### src/rtl/id_exe_ctrl.sv
// ---------------------------------------------------------------------------
// id_exe_ctrl
//
// Decode-side producer of the EXE-stage control word for the ARM-subset ALU.
// Decodes the instruction class, opcode, S bit and condition field, holds the
// NZCV status register, evaluates the condition against it (with a bypass of
// the flags being written this cycle) and registers the resulting control
// signals as the ID/EX control pipeline slice, with stall and flush.
//
// Ports
//   clk          clock, all state updates on the rising edge
//   rst          asynchronous active-low reset
//   id_valid     decode slot holds a real instruction
//   mode         00 data-processing, 01 memory, 10 branch, 11 illegal
//   opcode       ARM data-processing opcode field
//   s_in         S bit; for memory ops 1 = LDR, 0 = STR
//   cond         ARM condition field
//   flags_in     NZCV produced by the ALU in EXE
//   sr_we        load flags_in into the status register
//   stall        hold the ID/EX control slice
//   flush        replace the ID/EX control slice with a bubble
//   exe_cmd      ALU command
//   exe_wb_en    register writeback enable
//   exe_mem_r    memory read
//   exe_mem_w    memory write
//   exe_b        branch taken
//   exe_s        update flags in EXE
//   exe_valid    slice holds a live instruction
//   exe_illegal  slice holds an illegal / undecodable instruction
//   carry_c      status-register C bit (ALU carry input)
//   sr_q         current NZCV
// ---------------------------------------------------------------------------
module id_exe_ctrl #(
    parameter int CMD_W = 4
) (
    input  logic             clk,
    input  logic             rst,
    input  logic             id_valid,
    input  logic [1:0]       mode,
    input  logic [3:0]       opcode,
    input  logic             s_in,
    input  logic [3:0]       cond,
    input  logic [3:0]       flags_in,
    input  logic             sr_we,
    input  logic             stall,
    input  logic             flush,
    output logic [CMD_W-1:0] exe_cmd,
    output logic             exe_wb_en,
    output logic             exe_mem_r,
    output logic             exe_mem_w,
    output logic             exe_b,
    output logic             exe_s,
    output logic             exe_valid,
    output logic             exe_illegal,
    output logic             carry_c,
    output logic [3:0]       sr_q
);

    localparam logic [CMD_W-1:0] CMD_NOP = 4'b0000;
    localparam logic [CMD_W-1:0] CMD_MOV = 4'b0001;
    localparam logic [CMD_W-1:0] CMD_ADD = 4'b0010;
    localparam logic [CMD_W-1:0] CMD_ADC = 4'b0011;
    localparam logic [CMD_W-1:0] CMD_SUB = 4'b0100;
    localparam logic [CMD_W-1:0] CMD_SBC = 4'b0101;
    localparam logic [CMD_W-1:0] CMD_AND = 4'b0110;
    localparam logic [CMD_W-1:0] CMD_ORR = 4'b0111;
    localparam logic [CMD_W-1:0] CMD_EOR = 4'b1000;
    localparam logic [CMD_W-1:0] CMD_MVN = 4'b1001;

    logic [3:0]       r_sr;
    logic [CMD_W-1:0] r_cmd;
    logic             r_wb;
    logic             r_memR;
    logic             r_memW;
    logic             r_b;
    logic             r_s;
    logic             r_valid;
    logic             r_illegal;

    logic [3:0]       w_flags;
    logic             w_n;
    logic             w_z;
    logic             w_c;
    logic             w_v;
    logic             w_condOk;
    logic [CMD_W-1:0] w_cmd;
    logic             w_wb;
    logic             w_memR;
    logic             w_memW;
    logic             w_b;
    logic             w_s;
    logic             w_illegal;
    logic             w_kill;

    // Status register: updated whenever EXE asks, independent of the slice.
    always_ff @(posedge clk or negedge rst) begin
        if (!rst) begin
            r_sr <= 4'b0000;
        end else if (sr_we) begin
            r_sr <= flags_in;
        end
    end

    // Flags being written this cycle are visible to the condition check.
    assign w_flags = sr_we ? flags_in : r_sr;
    assign w_n     = w_flags[3];
    assign w_z     = w_flags[2];
    assign w_c     = w_flags[1];
    assign w_v     = w_flags[0];

    always_comb begin
        w_condOk = 1'b0;
        case (cond)
            4'b0000: w_condOk = w_z;
            4'b0001: w_condOk = !w_z;
            4'b0010: w_condOk = w_c;
            4'b0011: w_condOk = !w_c;
            4'b0100: w_condOk = w_n;
            4'b0101: w_condOk = !w_n;
            4'b0110: w_condOk = w_v;
            4'b0111: w_condOk = !w_v;
            4'b1000: w_condOk = w_c && !w_z;
            4'b1001: w_condOk = !w_c || w_z;
            4'b1010: w_condOk = (w_n == w_v);
            4'b1011: w_condOk = (w_n != w_v);
            4'b1100: w_condOk = !w_z && (w_n == w_v);
            4'b1101: w_condOk = w_z || (w_n != w_v);
            4'b1110: w_condOk = 1'b1;
            default: w_condOk = 1'b0;
        endcase
    end

    // Instruction decode. CMP and TST reuse the SUB/AND datapath but never
    // write back and always set flags, otherwise they would be no-ops.
    always_comb begin
        w_cmd     = CMD_NOP;
        w_wb      = 1'b0;
        w_memR    = 1'b0;
        w_memW    = 1'b0;
        w_b       = 1'b0;
        w_s       = 1'b0;
        w_illegal = 1'b0;
        case (mode)
            2'b00: begin
                w_s  = s_in;
                w_wb = 1'b1;
                case (opcode)
                    4'b1101: w_cmd = CMD_MOV;
                    4'b1111: w_cmd = CMD_MVN;
                    4'b0100: w_cmd = CMD_ADD;
                    4'b0101: w_cmd = CMD_ADC;
                    4'b0010: w_cmd = CMD_SUB;
                    4'b0110: w_cmd = CMD_SBC;
                    4'b0000: w_cmd = CMD_AND;
                    4'b1100: w_cmd = CMD_ORR;
                    4'b0001: w_cmd = CMD_EOR;
                    4'b1010: begin
                        w_cmd = CMD_SUB;
                        w_wb  = 1'b0;
                        w_s   = 1'b1;
                    end
                    4'b1000: begin
                        w_cmd = CMD_AND;
                        w_wb  = 1'b0;
                        w_s   = 1'b1;
                    end
                    default: begin
                        w_wb      = 1'b0;
                        w_s       = 1'b0;
                        w_illegal = 1'b1;
                    end
                endcase
            end
            2'b01: begin
                if (opcode == 4'b0100) begin
                    w_cmd  = CMD_ADD;
                    w_memR = s_in;
                    w_wb   = s_in;
                    w_memW = !s_in;
                end else begin
                    w_illegal = 1'b1;
                end
            end
            2'b10: begin
                w_b = 1'b1;
            end
            default: begin
                w_illegal = 1'b1;
            end
        endcase
    end

    assign w_kill = !id_valid || !w_condOk || w_illegal;

    // ID/EX control slice: flush beats stall; a killed instruction becomes a
    // bubble that only remembers whether it was a live illegal instruction.
    always_ff @(posedge clk or negedge rst) begin
        if (!rst) begin
            r_cmd     <= CMD_NOP;
            r_wb      <= 1'b0;
            r_memR    <= 1'b0;
            r_memW    <= 1'b0;
            r_b       <= 1'b0;
            r_s       <= 1'b0;
            r_valid   <= 1'b0;
            r_illegal <= 1'b0;
        end else if (flush) begin
            r_cmd     <= CMD_NOP;
            r_wb      <= 1'b0;
            r_memR    <= 1'b0;
            r_memW    <= 1'b0;
            r_b       <= 1'b0;
            r_s       <= 1'b0;
            r_valid   <= 1'b0;
            r_illegal <= 1'b0;
        end else if (!stall) begin
            r_cmd     <= w_kill ? CMD_NOP : w_cmd;
            r_wb      <= w_wb && !w_kill;
            r_memR    <= w_memR && !w_kill;
            r_memW    <= w_memW && !w_kill;
            r_b       <= w_b && !w_kill;
            r_s       <= w_s && !w_kill;
            r_valid   <= !w_kill;
            r_illegal <= id_valid && w_condOk && w_illegal;
        end
    end

    assign exe_cmd     = r_cmd;
    assign exe_wb_en   = r_wb;
    assign exe_mem_r   = r_memR;
    assign exe_mem_w   = r_memW;
    assign exe_b       = r_b;
    assign exe_s       = r_s;
    assign exe_valid   = r_valid;
    assign exe_illegal = r_illegal;
    assign carry_c     = r_sr[1];
    assign sr_q        = r_sr;

endmodule

### config.mk
export PLATFORM = sky130hd
export DESIGN_NAME = id_exe_ctrl
export DESIGN_NICKNAME = d
export VERILOG_FILES = /design/src/rtl/id_exe_ctrl.sv
export SDC_FILE = /design/constraint.sdc
export NUM_CORES = 1
export LEC_CHECK = 0
export CORE_ASPECT_RATIO = 1.25
export CORE_UTILIZATION = 44
export DETAILED_ROUTE_END_ITERATION = 6
export GPL_TIMING_DRIVEN = 0
export PLACE_DENSITY = 0.79
export RECOVER_POWER = 100
export SLEW_MARGIN = 10
export SYNTH_ARGS = -nofsm -noshare
export SYNTH_HDL_FRONTEND = slang
export SYNTH_SLANG_ARGS = --single-unit
### constraint.sdc
create_clock -name clk -period 2.6 [get_ports clk]
set_input_delay 0.26 -clock clk [delete_from_list [all_inputs] [get_ports clk]]
set_output_delay 0.26 -clock clk [all_outputs]
set_load 0.005 [all_outputs]
After elaboration in Yosys (flattened, before gate mapping)
Index checks and enable logic that the tools add are counted.

Register bits: 15. Output and inout port bits: 16. Word-level logic and storage cells: 101.

Equal/unequal tests: 29. Multiplexer cells: 34. Reductions and logical operators: 29.

Operators by type and width (count): $eq A4 B4 Y1 const B (12); $pmux W4 S9 (1); $eq A4 B3 Y1 const B (7); $mux W1 (23); $mux W4 (4); $pmux W1 S15 (1); $eq A4 B2 Y1 const B (3); $reduce_or A11 Y1 (1); $logic_and A1 B1 Y1 (9); $reduce_or A9 Y1 (1); $eq A4 B1 Y1 const B (2); $logic_not A1 Y1 (8); $logic_not A4 Y1 (2); $pmux W4 S2 (1); $reduce_or A2 Y1 (3); $logic_or A1 B1 Y1 (4); $pmux W1 S2 (2); $pmux W1 S3 (1); $eq A2 B1 Y1 const B (1); $eq A2 B2 Y1 const B (1); $logic_not A2 Y1 (1); $mux W2 (1); $ne A2 B1 Y1 const B (1); $eq A1 B1 Y1 (1); $ne A1 B1 Y1 (1).

Logic depth before layout (Yosys ltp)
Gate-level depths: netlist of the first run.

Depth in word-level cells: 11. Depth in mapped cells: 8.

Worst setup path before layout of the first run
No wires, ideal clock.

Path type: input-to-reg. Start: in sr_we. End: reg r_illegal, in the netlist exe_illegal. Data arrival time: 1745 ps. Data required time: 2478 ps. Slack: 733 ps. Stages on the path: 8. Path buffers: 2. Cell sequence: buf_6 mux2_4 mux2_4 nor4_2 o211ai_1 a31o_1 buf_6 a32o_1.

Longest elaborated chain between the ends: 8. Elaborated cells between the ends (all ways): 16. Those cells by class: eq/ne (2); mux (4); reduce/logical (10).

Ends and longest elaborated chain: start: declaration (line 44) `input logic sr_we,`; $mux W4 (*) (line 105) `assign w_flags = sr_we ? flags_in : r_sr;`; via w_flags[3] (line 80) `logic [3:0] w_flags;`; $ne A1 B1 Y1 or $eq A1 B1 Y1 (tied branches); $logic_or A1 B1 Y1 or $logic_and A1 B1 Y1 (tied branches) (line 127, 126); $pmux W1 S15 (*) (line 113) `case (cond)`; $logic_and A1 B1 Y1 (*) (2 in a row) (line 224) `r_illegal <= id_valid && w_condOk && w_illegal;`; $mux W1 (*) (line 216) `end else if (!stall) begin`; $mux W1 (*) (line 207) `end else if (flush) begin`; end signal: assignment (line 224); end: declaration (line 78) `logic r_illegal;`.

Mark *: on every way through the listed nets, which the timed path passes. The rest lies on a longest branch. The select of a mux whose other input is x is not followed. A chain may end at the register's enable or synchronous reset.

Worst setup path after layout of the first run
Start: in flags_in[3]. End: reg r_b, in the netlist exe_b.

Longest elaborated chain between the ends: 11. Elaborated cells between the ends (all ways): 14. Those cells by class: eq/ne (2); mux (4); reduce/logical (8).

Ends and longest elaborated chain: start: declaration (line 43) `input logic [3:0] flags_in,`; $mux W4 (*) (line 105); via w_flags[3] (line 80); $ne A1 B1 Y1 or $eq A1 B1 Y1 (tied branches); $logic_or A1 B1 Y1 or $logic_and A1 B1 Y1 (tied branches) (line 127, 126); $pmux W1 S15 (*) (line 113); $logic_not A1 Y1 (*) (line 193) `assign w_kill = !id_valid || !w_condOk || w_illegal;`; $logic_or A1 B1 Y1 (*) (2 in a row) (line 193); $logic_not A1 Y1 (*) (line 221) `r_b <= w_b && !w_kill;`; $logic_and A1 B1 Y1 (*) (line 221); $mux W1 (*) (line 216); $mux W1 (*) (line 207); end signal: assignment (line 221); end: declaration (line 75) `logic r_b;`.

Marks and branches as above.

==> qor.yml, run 1 <==
drc: 0
holdPathEnd: "sr_q[1]"
hold_viol_final: 0
power_leakage_uw: 0.000596
slowest_delay_ns: 0.57
r2r_slack_ns: 0.44
max_freq_mhz: 433
n_antenna_cell: 0
synth.area.top_cells: "dfrtp_1, a32o_1, mux2_4"
yosysTopAreaCell: "dfrtp_1"
cts_root_buf: "clkbuf_4"
viasPerCell: 5.73
ys_types: 37
die_w_um: 45.3
crit_path_frequent_cell: "mux2_1"
cts_tree: "built"
numPortBuffers: 31
areaGrowthSynthToFinish_pct: 34.8
grt_pass1_wl_um: 4530
yosysWarnings: 0
fin_nets: 163
dr.pass1.iters: 4
dieArea_sq_um: 2540
die_height_um: 56.2
hp-class: "in2reg"
grt_pass1_vias: 994
post-route-min-period_ns: 2.31
gr-total-overflow: 0
hold_buffers: 0
cts_num_sinks: 15
ff2ff_path_depth: 7
post_cts_buffers: 0
slowest_stage: "dlygate4sd3_1"
critPathRequiredTime_ns: 2.79
stdcell_area_sq_um: 1390
grt_use_total_pct: 24.4
layout-drive-gt1-share_pct: 7.09
coreArea_sq_um: 2210
syn-cell-area_sq_um: 1030
cts_max_level: 1
maxCapViolCount: 0
fin_crit_sh_pct: 88.8
path_class: "in2reg"
powerDensity_nw_per_um2: 389
slew_violations: 0
start_kind: "input port"
clk_latency_ns: 0.29
worstReg2RegStart: "sr_q[3]"
dp_hpwl_um: 1940
post_cts_resized: 0
finClkSkew_ns: 0.00350
crit_fanout: 10
end_kind: "register"
fin_tns_setup_ns: 0
ios: 37
dpl_cell_area_sq_um: 1380
ys_seq_area_share_pct: 36.4
wl_um: 2550
peakVddDrop_mv: 0.257
synth.top_cell.area_share_pct: 36.4
nFillCells: 202
gp_congestion: 0.784
worstPathArrival_ns: 2.50
initial_core_util_pct: 46.7
syn-num-nets: 127
ys_ff_latch: 15
syn_inst: 106
rsz0062_at_grt: "false"
drtIter0Drc: 30
setup_viol: 0
ant_nets: 0
status: "completed"
whs_path_depth: 3
numCtsBuffers: 3
clk_pin_slew_ns: 0.09
utilization_pct: 62.9
wl_per_cell_um: 14.8
worst_pin_slew_ns: 0.779
via_count: 985
grt_max_degree: 16
hold_start: "sr_we"
clockBufferDepth: 2
rows: 19
slew_headroom_pct: 48.0
avgSynthCellArea_sq_um: 9.74
r2r-end: "exe_b"
crit_chain: "dlygate4sd3_1 > mux2_1 > mux2_1 > nor4_1 > o211ai_1 > a31o_1 > buf_6 > a32o_1"
antenna_found_initial: 0
## metal layers
layer | part of all wire (%) | track usage [%] | routed length [um] | vias to the layer above
met5 | 0 | 0 | 0 | -
met4 | 3.6 | 15.2 | 92 | 0
met3 | 3.3 | 0.974 | 84 | 7
met2 | 52 | 40.8 | 1320 | 33
met1 | 41 | 29.5 | 1060 | 475
li1 | - | - | - | 470
## metrics by stage
stage / instances / setup slack, ns / hold WS [ns] / power [uW]
2_1_floorplan: 106 / 0.733 / -0.0356 / 344
3_3_place_gp: 168 / 0.289 / 0.478 / 412
3_5_place_dp: 168 / 0.173 / 0.484 / 419
4_1_cts: 172 / 0.479 / 0.270 / 557
5_1_grt: 172 / 0.191 / 0.281 / 575
6_report: 172 / 0.290 / 0.261 / 541
## logic make-up (layout without fill, tap and decap cells)
group	count (synthesis)	in the layout	synth area share (%)
and+or+nand+nor	36	36	20.6
xor gates and xnor gates	6	6	5.09
adders and majority gates	1	1	0.970
AOI/OAI and AO/OA	29	29	21.2
muxes	7	7	9.58
DFF	15	15	36.4
buffers and inverters	12	47	6.18
## worst max-delay path by stage
stage	from	to	cells past startpoint	slack, ns
6_report	flags_in[3]	exe_b	8	0.29
5_1_grt	flags_in[3]	exe_cmd[0]	8	0.19
4_1_cts	cond[3]	exe_cmd[3]	6	0.48
3_5_place_dp	cond[3]	exe_cmd[3]	6	0.17
3_3_place_gp	cond[3]	exe_cmd[0]	6	0.29
2_1_floorplan	sr_we	exe_illegal	8	0.73
## sequential cells by signal (all words and copies together), names as in the netlist
name / count
exe_mem_r: 1
exe_mem_w: 1
exe_illegal: 1
exe_s: 1
sr_q: 4
exe_b: 1
exe_valid: 1
exe_wb_en: 1
exe_cmd: 4
## layout by cell type, fill, tap and decap left out, types with 2 or more instances in the layout
| cell | instances |
|---|---|
| dfrtp_1 | 15 |
| clkbuf_1 | 7 |
| nor3_1 | 4 |
| clkbuf_4 | 3 |
| mux2i_1 | 2 |
| o21ai_0 | 7 |
| clkdlybuf4s50_1 | 12 |
| a32o_1 | 9 |
| nor2_1 | 6 |
| nand2b_1 | 2 |
| buf_6 | 2 |
| and3_1 | 2 |
| a2111oi_0 | 2 |
| nor2b_1 | 4 |
| nand2_1 | 7 |
| xor2_1 | 4 |
| mux2_1 | 4 |
| a22o_1 | 2 |
| xnor2_1 | 2 |
| a21oi_1 | 4 |
| inv_1 | 2 |
| nor4_1 | 3 |
| dlygate4sd3_1 | 19 |
| nor3b_1 | 2 |
## where the power goes
group	switching (uW)	internal [uW]
registers	5.76	241
clock network	79.4	57.3
logic	78.4	79.0
## cell usage after synthesis (all sizes together)
cell type and number:
dfrtp 15, a32o 9, clkbuf 7, nand2 7
o21ai 7, nor2 6, a21oi 4, mux2 4
nor2b 4, nor3 4, xor2 4, buf 3
nor4 3, a2111oi 2, a22o 2, and3 2
inv 2, mux2i 2, nand2b 2, nor3b 2
xnor2 2, a21boi 1, a21o 1, a31o 1
and4b 1, maj3 1, mux4 1, nand3 1
nand3b 1, nor4b 1, o211ai 1, o21a 1
or3 1, or4b 1
## worst max-delay path: cells and delay by family
kind                   cells  cell delay (ns)
AO/OA/AOI/OAI              3             0.60
multiplexers               2             0.66
AND/OR/NAND/NOR            1             0.26
buffers and inverters      2             0.71
## layout make-up
| cell class | count | area [sq um] | area share, % |
|---|---|---|---|
| repair buffers | 31 | 310 | 22.3 |
| plain buffers | 10 | 56.3 | 4.05 |
| inverters | 2 | 7.51 | 0.540 |
| clock inverters | 1 | 5.00 | 0.360 |
| clock buffers | 3 | 22.5 | 1.62 |
| multi-input cells | 79 | 576 | 41.4 |
| well taps | 31 | 38.8 | 2.79 |
| flip-flops and latches | 15 | 375 | 27.0 |
No activity file was read; power rests on OpenSTA's default activity.
==> run 2, diff against run 1 <==
- CORE_UTILIZATION: 44 -> 35
- PLACE_DENSITY: 0.79 -> 0.65
==> run 2 against run 1 <==
Compared with the run above:
- critical path depth stayed put
- first-iteration DRC count rose by 3.3%
- via count down 3.9%
- non-clock buffer count did not move
- register-to-register slack better by 0.07 ns
- utilization is 12 points lower
- largest power group unchanged
- critical endpoint is now exe_valid
- clock-buffer cell count unchanged
- flip-flop and latch count unchanged
- hold slack gained 0.0047 ns
- global-route usage decreased by 8.7 points
- wire length shrank 6.5%
- largest cell class unchanged
==> qor.yml, run 2 (synthesis gave the netlist of run 1 again) <==
status: "completed"
holdPathEnd: "sr_q[1]"
maxCapViolCount: 0  # unchanged
powerDensity_nw_per_um2: 384  # -1.4%
worstReg2RegStart: "sr_q[3]"
start_kind: "input port"
die_height_um: 62.7  # +12%
gp_congestion: 0.775  # -1.1%
mostFrequentLayoutCells: "dlygate4sd3_1, dfrtp_1, clkdlybuf4s50_1"
hold_start: "sr_we"
clk_pin_slew_ns: 0.09  # about the same
ant_nets: 0  # unchanged
numCtsBuffers: 3  # unchanged
grt_pass1_vias: 850  # -14%
end_kind: "register"
drt-met1-wl_um: 1050  # -0.95%
cts_max_level: 1  # unchanged
numPortBuffers: 31  # unchanged
slew_violations: 0  # unchanged
utilization_pct: 51.1  # -12 points
path_class: "in2reg"
clk_latency_ns: 0.28  # about the same
viasPerCell: 5.41  # -5.5%
whs_path_depth: 3  # unchanged
cts_num_sinks: 15  # unchanged
rows: 21  # +2
worst_pin_slew_ns: 0.799  # +0.0205 ns
wl_um: 2390  # -6.5%
grt_max_degree: 16  # unchanged
hold_viol_final: 0  # unchanged
worstPathArrival_ns: 2.43  # -0.07 ns
final_common_cell: "dlygate4sd3_1"
gr-total-overflow: 0  # unchanged
r2r_slack_ns: 0.51  # +0.07 ns
grt_use_total_pct: 15.7  # -8.7 points
rsz0062_at_grt: "false"
wl_per_cell_um: 13.6  # -8.1%
highest_layer: "met4"
dieArea_sq_um: 3170  # +25%
max_freq_mhz: 442  # +2.2%
dr.pass1.iters: 4  # unchanged
dp_hpwl_um: 1790  # -7.6%
drtIter0Drc: 31  # +3.3%
fin_crit_sh_pct: 86.9  # -1.9 points
peakVddDrop_mv: 0.245  # -4.6%
layout-drive-gt1-share_pct: 7.80  # +0.71 points
fin_tns_setup_ns: 0  # unchanged
die_w_um: 50.6  # +12%
hold_buffers: 0  # unchanged
n_antenna_cell: 0  # unchanged
r2r-end: "exe_valid"
cts_tree: "built"
critPathRequiredTime_ns: 2.77  # -0.02 ns
initial_core_util_pct: 37.8  # -8.9 points
crit_fanout: 10  # unchanged
coreArea_sq_um: 2730  # +24%
ios: 37  # unchanged
finClkSkew_ns: 0.00170  # -0.00180 ns
grt_pass1_wl_um: 3820  # -16%
antenna_found_initial: 0  # unchanged
post_cts_buffers: 0  # unchanged
fin_nets: 163  # unchanged
ff2ff_path_depth: 7  # unchanged
dr_wl_met3_um: 132  # +57%
dr_wl_met2_um: 1180  # -11%
hp-class: "in2reg"
slew_headroom_pct: 46.6  # -1.4 points
cts_root_buf: "clkbuf_4"
post_cts_resized: 0  # unchanged
drc: 0  # unchanged
areaGrowthSynthToFinish_pct: 35.2
clockBufferDepth: 2  # unchanged
via_count: 947  # -3.9%
setup_viol: 0  # unchanged
power_leakage_uw: 0.000596  # about the same
post-route-min-period_ns: 2.26  # -0.0497 ns
## run 2: cell counts in the layout (fill, tap and decap cells not counted)
Identical to the previous run, type by type.
## run 2: worst max-delay path by stage
stage	start	end	slack, ns
6_report	flags_in[3]	exe_valid	0.34
5_1_grt	flags_in[3]	exe_valid	0.21
4_1_cts	cond[1]	exe_cmd[0]	0.47
3_5_place_dp	cond[1]	exe_cmd[0]	0.18
3_3_place_gp	cond[1]	exe_cmd[0]	0.18
2_1_floorplan	sr_we	exe_illegal	0.73
## run 2: routing by layer
metal	global-route usage, %	up-vias
met2	26.3	34
met3	2.68	2
met1	19.5	442
met4	6.25	0
li1	-	469
met5	0	-
## run 2: cell type report
cell class / instances / area, sq um
Tap cell: 34 / 42.5
Buffer: 10 / 56.3
Timing Repair Buffer: 31 / 310
Inverter: 2 / 7.51
Clock buffer: 3 / 22.5
Sequential cell: 15 / 375
Fill cell: 277 / 1340
Clock inverter: 1 / 5.00
Multi-Input combinational cell: 79 / 576
## run 2: power breakdown
part	switching (uW)	leakage [uW]	internal, uW
Sequential	5.47	0.000200	241
Combinational	75.6	0.000378	79.4
Clock	76.3	0.0000177	57.0
## run 2: stage by stage
| step | setup WS, ns | cell area [sq um] | hold WS [ns] | std cells | total power (uW) |
|---|---|---|---|---|---|
| after floorplan | 0.733 | 1030 | -0.0356 | 106 | 344 |
| after global placement | 0.183 | 1390 | 0.483 | 171 | 416 |
| after detailed placement | 0.176 | 1390 | 0.485 | 171 | 418 |
| after CTS | 0.466 | 1410 | 0.273 | 175 | 555 |
| after global routing | 0.212 | 1400 | 0.276 | 175 | 573 |
| final | 0.340 | 1400 | 0.265 | 175 | 535 |
## run 2: critical path, cell delays in order
cell	delay [ns]
dlygate4sd3_1	0.57
mux2_1	0.34
mux2_1	0.32
nor4_1	0.22
o211ai_1	0.14
a31o_1	0.22
buf_6	0.15
a32o_1	0.22
==> run 3, diff against run 2 <==
- CTS_CLUSTER_SIZE: unset -> 30
- GPL_ROUTABILITY_DRIVEN: unset -> 0
==> results of run 3 <==
Final layout, timing and power as in run 2 (identical DEF).
